<file path="src/rtl/addsub_seq.sv">
// Multi-cycle adder/subtractor: WIDTH-bit operands summed CHUNK bits per clock through a registered carry.
// Define ADDSUB_FLAGS_EN to build the ovf/zero flag logic; otherwise both flags are tied low.
module addsub_seq #(
    parameter int unsigned WIDTH = 8,
    parameter int unsigned CHUNK = 4
) (
    input  logic             clk,
    input  logic             rst_n,
    input  logic             in_valid,
    output logic             in_ready,
    input  logic [WIDTH-1:0] a,
    input  logic [WIDTH-1:0] b,
    input  logic             ci,
    input  logic             m,
    output logic             out_valid,
    input  logic             out_ready,
    output logic [WIDTH-1:0] s,
    output logic             co,
    output logic             ovf,
    output logic             zero
);

    localparam int unsigned N  = WIDTH / CHUNK;
    localparam int unsigned KW = (N > 1) ? $clog2(N) : 1;
    localparam logic [KW-1:0] KLast = KW'(N - 1);

    typedef enum logic [1:0] {StIdle, StRun, StDone} state_e;

    state_e           state_q, state_d;
    logic [WIDTH-1:0] a_q, a_d, b_q, b_d, sum_q, sum_d;
    logic             carry_q, carry_d;
    logic [KW-1:0]    k_q, k_d;
    logic [WIDTH-1:0] s_q, s_d;
    logic             co_q, co_d;
    logic [CHUNK:0]   chunk_add;
    logic [31:0]      base;
    logic             load_out;

    always_comb begin
        base      = 32'(k_q) * CHUNK;
        chunk_add = {1'b0, a_q[base +: CHUNK]} + {1'b0, b_q[base +: CHUNK]}
                  + {{CHUNK{1'b0}}, carry_q};
    end

    always_comb begin
        state_d  = state_q;
        a_d      = a_q;
        b_d      = b_q;
        carry_d  = carry_q;
        k_d      = k_q;
        sum_d    = sum_q;
        s_d      = s_q;
        co_d     = co_q;
        load_out = 1'b0;
        unique case (state_q)
            StIdle: begin
                if (in_valid) begin
                    a_d     = a;
                    // Subtract mode stores ~b; the caller supplies ci=1 for two's complement.
                    b_d     = m ? ~b : b;
                    carry_d = ci;
                    k_d     = '0;
                    state_d = StRun;
                end
            end
            StRun: begin
                sum_d[base +: CHUNK] = chunk_add[CHUNK-1:0];
                carry_d              = chunk_add[CHUNK];
                k_d                  = k_q + 1'b1;
                if (k_q == KLast) begin
                    s_d      = sum_d;
                    co_d     = chunk_add[CHUNK];
                    load_out = 1'b1;
                    state_d  = StDone;
                end
            end
            StDone: begin
                if (out_ready) begin
                    state_d = StIdle;
                end
            end
            default: state_d = StIdle;
        endcase
    end

    always_ff @(posedge clk) begin
        if (!rst_n) begin
            state_q <= StIdle;
            a_q     <= '0;
            b_q     <= '0;
            sum_q   <= '0;
            carry_q <= 1'b0;
            k_q     <= '0;
            s_q     <= '0;
            co_q    <= 1'b0;
        end else begin
            state_q <= state_d;
            a_q     <= a_d;
            b_q     <= b_d;
            sum_q   <= sum_d;
            carry_q <= carry_d;
            k_q     <= k_d;
            s_q     <= s_d;
            co_q    <= co_d;
        end
    end

`ifdef ADDSUB_FLAGS_EN
    logic ovf_q, zero_q;

    always_ff @(posedge clk) begin
        if (!rst_n) begin
            ovf_q  <= 1'b0;
            zero_q <= 1'b0;
        end else if (load_out) begin
            // a^b^s at the MSB recovers the carry into the MSB.
            ovf_q  <= a_q[WIDTH-1] ^ b_q[WIDTH-1] ^ sum_d[WIDTH-1] ^ chunk_add[CHUNK];
            zero_q <= (sum_d == '0);
        end
    end

    assign ovf  = ovf_q;
    assign zero = zero_q;
`else
    assign ovf  = 1'b0;
    assign zero = 1'b0;
`endif

    assign in_ready  = (state_q == StIdle);
    assign out_valid = (state_q == StDone);
    assign s         = s_q;
    assign co        = co_q;

endmodule

</file>
<file path="config.mk">
export PLATFORM = sky130hd
export DESIGN_NAME = addsub_seq
export DESIGN_NICKNAME = d
export VERILOG_FILES = /design/src/rtl/addsub_seq.sv
export SDC_FILE = /design/constraint.sdc
export NUM_CORES = 1
export LEC_CHECK = 0
export ABC_AREA = 1
export CAP_MARGIN = 15
export CORE_MARGIN = 2
export CORE_UTILIZATION = 48
export DETAILED_ROUTE_END_ITERATION = 10
export PLACE_DENSITY = 0.77
export SYNTH_ARGS = -nofsm -noshare
export SYNTH_HDL_FRONTEND = slang
export SYNTH_SLANG_ARGS = --single-unit
export TNS_END_PERCENT = 5
</file>
<file path="constraint.sdc">
create_clock -name clk -period 2.6 [get_ports clk]
set_input_delay 0.52 -clock clk [delete_from_list [all_inputs] [get_ports clk]]
set_output_delay 0.52 -clock clk [all_outputs]
set_load 0.005 [all_outputs]
</file>
==> run summary, run 1 <==
via count: 1266
Synth top area share: 0.4418
Setup-failing EPs final: 0
Fin. Hold Viols: 0
Initial Util: 0.4979
chip width: 59.81 um
CTS Hold Bufs: 0
Max FO, Critical Path: 16
Startpoint Class: flop
n_diodes: 0
Congestion Overflow GR: 0
CP peak stage delay: 0.59 ns
#FFs+latches synth: 33
synthesized cell area: 1495 um2
mux contribution to synthesized area: 0
number of placement rows: 20
Crit path max-delay family: adder cells
DR iter-0 viols: 32
Post-CTS Setup Inserts: 0
crit path capture type: flop
Post-Route WL: 2762 um
CTS tree: built
Synth Area in XOR/XNOR: 0.05272
IO Port Bufs: 32
Final WS setup: 0.3695 ns
clock sink count: 33
vias in the first global route: 1051
fillers: 289
num ports: 35
P_leak: 0.7742 nW
max cap viols: 0
Root Buffer: clkbuf_4
YS warnings: 0
setup_tns: 0 ns
Detail Route Antenna Nets: 0
post-DR vias/cell: 4.888
DRC Markers: 0
multi-input logic area: 703.2 um2
cell-by-cell listing of the critical path: inv_2 > nand2_1 > nand2_1 > fa_1 > fa_1 > xor2_1 > o21ai_0 > a21oi_1
gr usage total: 0.1759
post-cts sizing count: 0
Crit path required time: 2.82 ns
dpl hpwl: 2058 um
Mean Syn Cell Area: 7.668 um2
antenna violations before repair: 0
Peak VDD IR: 296.2 uV
Worst Path Arrival: 2.45 ns
largest net degree at the start of global routing: 26
global-route wire length before repair: 4609 um
fin util: 0.6204
Placement Setup Slack: 0.3604 ns
GPL Wtd Cong: 0.8553
RSZ-0062 raised after global routing: no
die area: 3577 um2
Worst Hold Class: reg2reg
CP bufs+invs: 1
minimum clock period: 2.231 ns
complex-gate fraction of the synthesized area: 0.1874
htree depth: 2
Yosys cell types: 24
fmax: 448.3 MHz
clk_skew: 0.01063 ns
area grow syn2layout: 24.60%
simple-gate share of the synthesized area: 0.1732
Reg area: 660.6 um2
Core ar.: 3003 um2
Cells after Synth: 195
clock-pin transition on the worst setup and hold timing paths: 0.09 ns
final worst path period share: 0.8579
cell taking the most area after synthesis: dfxtp_1
Pwr Total: 1.074 mW
Power Density: 576.6 nW/um2
main combinational cell family by area after synthesis: compound AO/OA/AOI/OAI gates
nets: 253
Synth area leaders: dfxtp_1 44%, o21ai_0 10%, nor2_1 8.3%
Crit Path Class: reg2reg
post-synthesis adder-cell area fraction: 0.05188
Slew Limit Fails: 0
CTS buffer count: 5
Crit-path slowest cell: dfxtp_1
DIE HEIGHT: 59.81 um
outcome: complete, no violations
Seq/Total Area, Yosys: 0.4418
clk_lat worst skew: 0.34 ns
share of cells above drive strength 1: 0.06195
Detailed Routing Iterations Pass 1: 4
Clock Path Buffers: 2
Wirelength per Cell: 10.66 um
most frequent cells in the layout: 33 x nor2_1, 33 x dfxtp_1, 32 x clkdlybuf4s50_1
==> synthesized netlist by cell type <==
master	number
a211oi_1	4
a21oi_1	17
buf_2	2
buf_4	3
buf_6	1
clkbuf_1	3
clkbuf_2	1
clkinv_1	1
conb_1	1
dfxtp_1	33
fa_1	2
ha_1	3
inv_1	15
inv_2	4
nand2_1	23
nand2_2	2
nand3_1	5
nor2_1	33
nor2_4	1
o21a_1	1
o21ai_0	30
o21bai_1	1
xnor2_1	4
xor2_1	5
==> final timing paths <==
kind              startpoint      to  slack, ns  cells past startpoint
hold reg to reg       b_q[3]  b_q[3]       0.45                      2
setup / recovery         k_q    s[6]       0.37                      8
setup reg to reg         k_q    s[6]       0.37                      8
hold / removal        b_q[3]  b_q[3]       0.45                      2
==> cell families after synthesis <==
| logic type | Yosys count |
|---|---|
| compound gates | 53 |
| xor+xnor | 9 |
| fa+ha+maj | 5 |
| buf+inv | 30 |
| flops | 33 |
| other cells | 1 |
| simple gates | 64 |
==> routing by layer <==
layer / part of all wire / global-route usage
met5: 0 / 0
met4: 0.016 / 0.06667
met1: 0.48 / 0.2174
met3: 0.049 / 0.07792
met2: 0.46 / 0.2686
==> flip-flops by register name, indices dropped and copies added (netlist names) <==
register and flops:
sum_q 4, state_q 2, co 1, a_q 8, s 8, k_q 1
carry_q 1, b_q 8
==> report_power, final <==
group	switching [mW]	internal (mW)	total, mW
logic	0.116	0.102	0.217
registers	0.0239	0.547	0.571
clock network	0.159	0.127	0.286
total	0.298	0.776	1.07
==> per-stage QoR <==
stage / area [um2] / hold WS, ns / std cells
2_1_floorplan: 1499 / 0.4238 / 196
3_3_place_gp: 1808 / 0.4326 / 252
3_5_place_dp: 1808 / 0.4427 / 252
4_1_cts: 1863 / 0.4559 / 259
5_1_grt: 1863 / 0.4667 / 259
6_report: 1863 / 0.4519 / 259
==> tightest hold or removal path: stages, from the launching register on <==
cell and delay (ns):
dfxtp_1 0.30, inv_1 0.06, a21oi_1 0.05
==> area by class of cell <==
type	instances	share of cell area
inverter	20	0.04030
clock buffer	7	0.02955
multi-input combinational	133	0.3774
tap	33	0.02216
timing repair buffer	33	0.1760
sequential	33	0.3546
(Power assumes the default switching activity.)
==> inputs of run 2 (changes only) <==
- GPL_ROUTABILITY_DRIVEN: not set -> 0
- RECOVER_POWER: not set -> 100
==> run 2 against run 1 <==
Net effect:
- flip-flop and latch count unchanged
- non-clock buffer count unchanged
- hold slack got worse by 0.0072 ns
- register-to-register slack got worse by 0.07 ns
- global-route usage increased by 0.40 points
- total power decreased by 0.58%
- clock skew decreased by 0.0090 ns
- clock-buffer cell count unchanged
- final cell count unchanged
- clock power about the same
- first-iteration DRC count increased by 6.3%
- via count decreased by 1.6%
- largest cell class unchanged
==> run summary, run 2 (same netlist as run 1, synthesis figures left out) <==
P_leak: 0.8086 nW (+4.4%)
area grow syn2layout: 23.93%
antenna violations before repair: 0 (unchanged)
htree depth: 2 (unchanged)
most frequent cells in the layout: 34 x nor2_1, 33 x dfxtp_1, 30 x o21ai_0
largest net degree at the start of global routing: 26 (unchanged)
vias in the first global route: 1130 (+7.5%)
clk_lat worst skew: 0.33 ns (about the same)
Peak VDD IR: 268.2 uV (-9.4%)
dpl hpwl: 2042 um (-0.75%)
Post-Route WL: 2793 um (+1.1%)
chip width: 59.81 um (unchanged)
post-cts sizing count: 0 (unchanged)
fmax: 435.5 MHz (-2.9%)
CTS buffer count: 5 (unchanged)
outcome: complete, no violations
CTS tree: built
Initial Util: 0.4979 (unchanged)
post-DR vias/cell: 4.811 (-1.6%)
worst-margin pin slew: 0.6268 ns
Power Density: 576.4 nW/um2 (about the same)
num ports: 35 (unchanged)
Worst Hold Launch: s[5]
cell-by-cell listing of the critical path: inv_1 > nand2_1 > nand2_1 > fa_1 > fa_1 > xor2_1 > o21ai_0 > a21oi_1
final worst path period share: 0.8831 (+0.02521)
Fin. Hold Viols: 0 (unchanged)
CTS Hold Bufs: 0 (unchanged)
Post-CTS Setup Inserts: 0 (unchanged)
clock network power share: 0.269 (+0.002)
nets: 253 (unchanged)
minimum clock period: 2.296 ns (+0.06553 ns)
Congestion Overflow GR: 0 (unchanged)
DRC Markers: 0 (unchanged)
setup_tns: 0 ns (unchanged)
Startpoint Class: flop
Crit path required time: 2.83 ns (about the same)
CP peak stage delay: 0.61 ns (+0.02 ns)
global-route wire length before repair: 4712 um (+2.2%)
sequential power share: 0.534 (+0.003)
Detail Route Antenna Nets: 0 (unchanged)
n_diodes: 0 (unchanged)
Slew Limit Fails: 0 (unchanged)
Wirelength per Cell: 10.78 um (+1.1%)
fin util: 0.6171 (-0.003334)
Worst Path Arrival: 2.52 ns (+0.07 ns)
RSZ-0062 raised after global routing: no
Detailed Routing Iterations Pass 1: 4 (unchanged)
r2r startpoint: k_q
Setup-failing EPs final: 0 (unchanged)
gr usage total: 0.1799 (+0.003992)
Max-slew headroom: 0.5811
crit path capture type: flop
dpl cells: 252 (unchanged)
Final Non-Filler Cells: 259 (unchanged)
Worst Hold Class: reg2reg
clock sink count: 33 (unchanged)
Clock Path Buffers: 2 (unchanged)
DR iter-0 viols: 34 (+6.3%)
Crit-path slowest cell: dfxtp_1
Max FO, Critical Path: 16 (unchanged)
Sw Share: 0.2777 (about the same)
Root Buffer: clkbuf_4
via count: 1246 (-1.6%)
Psw: 0.2966 mW (-0.63%)
Hold Slack: 0.4447 ns (-0.007172 ns)
Comb power frac: 0.197 (-0.005)
share of cells above drive strength 1: 0.03540 (-0.02655)
Critical Path Source: k_q
Int Power: 0.7714 mW (-0.56%)
Core ar.: 3003 um2 (unchanged)
max cap viols: 0 (unchanged)
Crit Path Class: reg2reg
clk_skew: 0.001617 ns (-0.009010 ns)
Crit path max-delay family: adder cells
die area: 3577 um2 (unchanged)
CP bufs+invs: 1 (unchanged)
clock-pin transition on the worst setup and hold timing paths: 0.09 ns (about the same)
IO Port Bufs: 32 (unchanged)
number of placement rows: 20 (unchanged)
commonest non-fill, non-tap cell in the layout: nor2_1
DIE HEIGHT: 59.81 um (unchanged)
## run 2: cell count changes in the layout (fill, tap and decap cells not counted)
cell	change
dlygate4sd3_1	+12
inv_1	+4
inv_2	-4
nand2_2	-1
nor2_1	+1
nor2_4	-1
clkdlybuf4s50_1	-12
nand2_1	+1
## run 2: final timing paths
kind,cells past startpoint,endpoint,slack (ns)
worst min-delay path,2,s[5],0.44
worst max-delay path,8,sum_q[2],0.30
worst max register to register,8,sum_q[2],0.30
worst min register to register,2,s[5],0.44
## run 2: power groups by stage
stage / Combinational, mW / Sequential (mW) / Clock [mW]
after floorplan: 0.150 / 0.575 / 0
after global placement: 0.215 / 0.582 / 0
after detailed placement: 0.219 / 0.583 / 0
after CTS: 0.219 / 0.571 / 0.293
after global routing: 0.245 / 0.576 / 0.313
final: 0.210 / 0.571 / 0.287
## run 2: worst reg2reg max path, delay by kind of cell (launching register included)
| family | cells | cell delay, ns |
|---|---|---|
| fa+ha+maj | 2 | 0.85 |
| flops | 1 | 0.61 |
| xor+xnor | 1 | 0.17 |
| compound gates | 2 | 0.24 |
| simple gates | 2 | 0.16 |
| buf+inv | 1 | 0.17 |
## run 2: through the flow
stage	setup slack [ns]	power, mW	instance area (um2)
floorplan	0.5203	0.7253	1499
global placement	0.4462	0.7969	1808
detailed placement	0.3671	0.8014	1808
CTS	0.3612	1.083	1863
global route	0.1363	1.134	1853
finish	0.3039	1.068	1853
## run 2: final cells by class
cell class,count,area (um2)
fillers,306,1150
multi-input cells,133,693.2
flip-flops and latches,33,660.6
repair buffers,33,327.8
inverters,20,75.07
clock buffers,7,55.05
well taps,33,41.29
## run 2: routing by layer
metal	wire length (um)	vias up	GRT usage	part of all wire
li1	-	683	-	-
met1	1360	528	0.2162	0.49
met2	1246	28	0.2811	0.45
met3	113	7	0.04113	0.040
met4	72	0	0.1270	0.026
met5	0	-	0	0
==> inputs of run 3 (changes only) <==
- CTS_BUF_LIST: not set -> sky130_fd_sc_hd__clkbuf_4 sky130_fd_sc_hd__clkbuf_8 sky130_fd_sc_hd__clkbuf_16
- CTS_CLUSTER_SIZE: not set -> 24
- TNS_END_PERCENT: 5 -> not set
==> run 3 against run 2 <==
Net effect:
- global-route usage stayed put
- cell area is 0.20% higher
- clock skew is 0.0010 ns higher
- clock power is 3% higher
- largest cell class unchanged
- largest power group unchanged
==> run summary, run 3 (same netlist as run 1, synthesis figures left out) <==
outcome: complete, no violations
htree depth: 2 (unchanged)
Worst Path Arrival: 2.52 ns (about the same)
CTS Hold Bufs: 0 (unchanged)
fin util: 0.6183 (+0.001250)
Crit Path Class: reg2reg
Hold Slack: 0.4446 ns (-0.0001560 ns)
M1 wire length: 1364 um (+0.29%)
DR iter-0 viols: 35 (+2.9%)
IO Port Bufs: 32 (unchanged)
global-route wire length before repair: 4712 um (unchanged)
Max FO, Critical Path: 16 (unchanged)
Congestion Overflow GR: 0 (unchanged)
number of placement rows: 20 (unchanged)
dpl cells: 252 (unchanged)
post-cts sizing count: 0 (unchanged)
Max Used Layer: met4
clock-pin transition on the worst setup and hold timing paths: 0.09 ns (about the same)
area grow syn2layout: 24.18%
Final Non-Filler Cells: 259 (unchanged)
DIE HEIGHT: 59.81 um (unchanged)
most frequent cells in the layout: 34 x nor2_1, 33 x dfxtp_1, 30 x o21ai_0
Clock Path Buffers: 2 (unchanged)
clk_lat worst skew: 0.33 ns (about the same)
Core ar.: 3003 um2 (unchanged)
cell-by-cell listing of the critical path: inv_1 > nand2_1 > nand2_1 > fa_1 > fa_1 > xor2_1 > o21ai_0 > a21oi_1
setup_tns: 0 ns (unchanged)
Startpoint Class: flop
post-DR vias/cell: 4.795 (-0.32%)
Worst Hold Class: reg2reg
nets: 253 (unchanged)
Power Density: 580.7 nW/um2 (+0.76%)
max cap viols: 0 (unchanged)
CTS tree: built
CP bufs+invs: 1 (unchanged)
n_diodes: 0 (unchanged)
chip width: 59.81 um (unchanged)
Wirelength per Cell: 10.78 um (unchanged)
final worst path period share: 0.8840 (about the same)
fillers: 307 (+0.33%)
fmax: 435.1 MHz (about the same)
num ports: 35 (unchanged)
vias in the first global route: 1130 (unchanged)
Post-CTS Setup Inserts: 0 (unchanged)
commonest non-fill, non-tap cell in the layout: nor2_1
Post-Route WL: 2793 um (unchanged)
Fin. Hold Viols: 0 (unchanged)
worst-margin pin slew: 0.6270 ns (+0.0002370 ns)
largest net degree at the start of global routing: 26 (unchanged)
met3 wire len: 113 um (unchanged)
Detailed Routing Iterations Pass 1: 4 (unchanged)
Crit path max-delay family: adder cells
DRC Markers: 0 (unchanged)
via count: 1242 (-0.32%)
clk_skew: 0.002649 ns (+0.001032 ns)
gr usage total: 0.1799 (unchanged)
minimum clock period: 2.298 ns (+0.002287 ns)
share of cells above drive strength 1: 0.03982 (+0.004425)
crit path capture type: flop
RSZ-0062 raised after global routing: no
antenna violations before repair: 0 (unchanged)
dpl hpwl: 2042 um (unchanged)
Setup-failing EPs final: 0 (unchanged)
routed wl met2: 1243 um (-0.24%)
Detail Route Antenna Nets: 0 (unchanged)
clock sink count: 33 (unchanged)
Peak VDD IR: 268.5 uV (about the same)
die area: 3577 um2 (unchanged)
Root Buffer: clkbuf_4
P_leak: 0.8120 nW (+0.42%)
Initial Util: 0.4979 (unchanged)
CTS buffer count: 5 (unchanged)
Max-slew headroom: 0.5810 (about the same)
Crit-path slowest cell: dfxtp_1
CP peak stage delay: 0.61 ns (about the same)
Crit path required time: 2.83 ns (about the same)
Slew Limit Fails: 0 (unchanged)
## run 3: cell count changes in the layout (fill, tap and decap cells not counted)
cell      before  now
clkbuf_4       5    6
clkbuf_1       1    0
## run 3: path summary, 6_finish.rpt
kind                            depth (start not counted)  startpoint        to  slack (ns)
worst max-delay path                                    8         k_q  sum_q[2]        0.30
worst min-delay path                                    2        s[5]      s[5]        0.44
worst max register to register                          8         k_q  sum_q[2]        0.30
worst min register to register                          2        s[5]      s[5]        0.44
## run 3: area by class of cell
type	count	area, um2	area share
multi-input combinational	133	693.2	0.3733
timing repair buffer	33	327.8	0.1765
clock buffer	7	58.81	0.03167
sequential	33	660.6	0.3558
inverter	20	75.07	0.04043
tap	33	41.29	0.02224
## run 3: worst register-to-register path: stages (launching register included)
cell     delay [ns]
dfxtp_1        0.61
inv_1          0.17
nand2_1        0.09
nand2_1        0.07
fa_1           0.44
fa_1           0.41
xor2_1         0.17
o21ai_0        0.18
a21oi_1        0.06
## run 3: per-layer routing
layer  vias to the layer above  track usage
li1                        683            -
met1                       524       0.2162
met2                        28       0.2811
met3                         7      0.04113
met4                         0       0.1270
met5                         -            0
## run 3: where the power goes
group | switching (mW) | internal, mW | leakage (nW)
logic | 0.113 | 0.0972 | 0.506
clock network | 0.159 | 0.138 | 0.0348
registers | 0.0238 | 0.547 | 0.271
total | 0.296 | 0.782 | 0.812
## run 3: metrics by stage
| step | area (um2) | total power [mW] | setup slack (ns) |
|---|---|---|---|
| floorplan | 1499 | 0.7253 | 0.5203 |
| global placement | 1808 | 0.7969 | 0.4462 |
| detailed placement | 1808 | 0.8014 | 0.3671 |
| CTS | 1867 | 1.094 | 0.3612 |
| global route | 1857 | 1.145 | 0.1363 |
| finish | 1857 | 1.078 | 0.3017 |
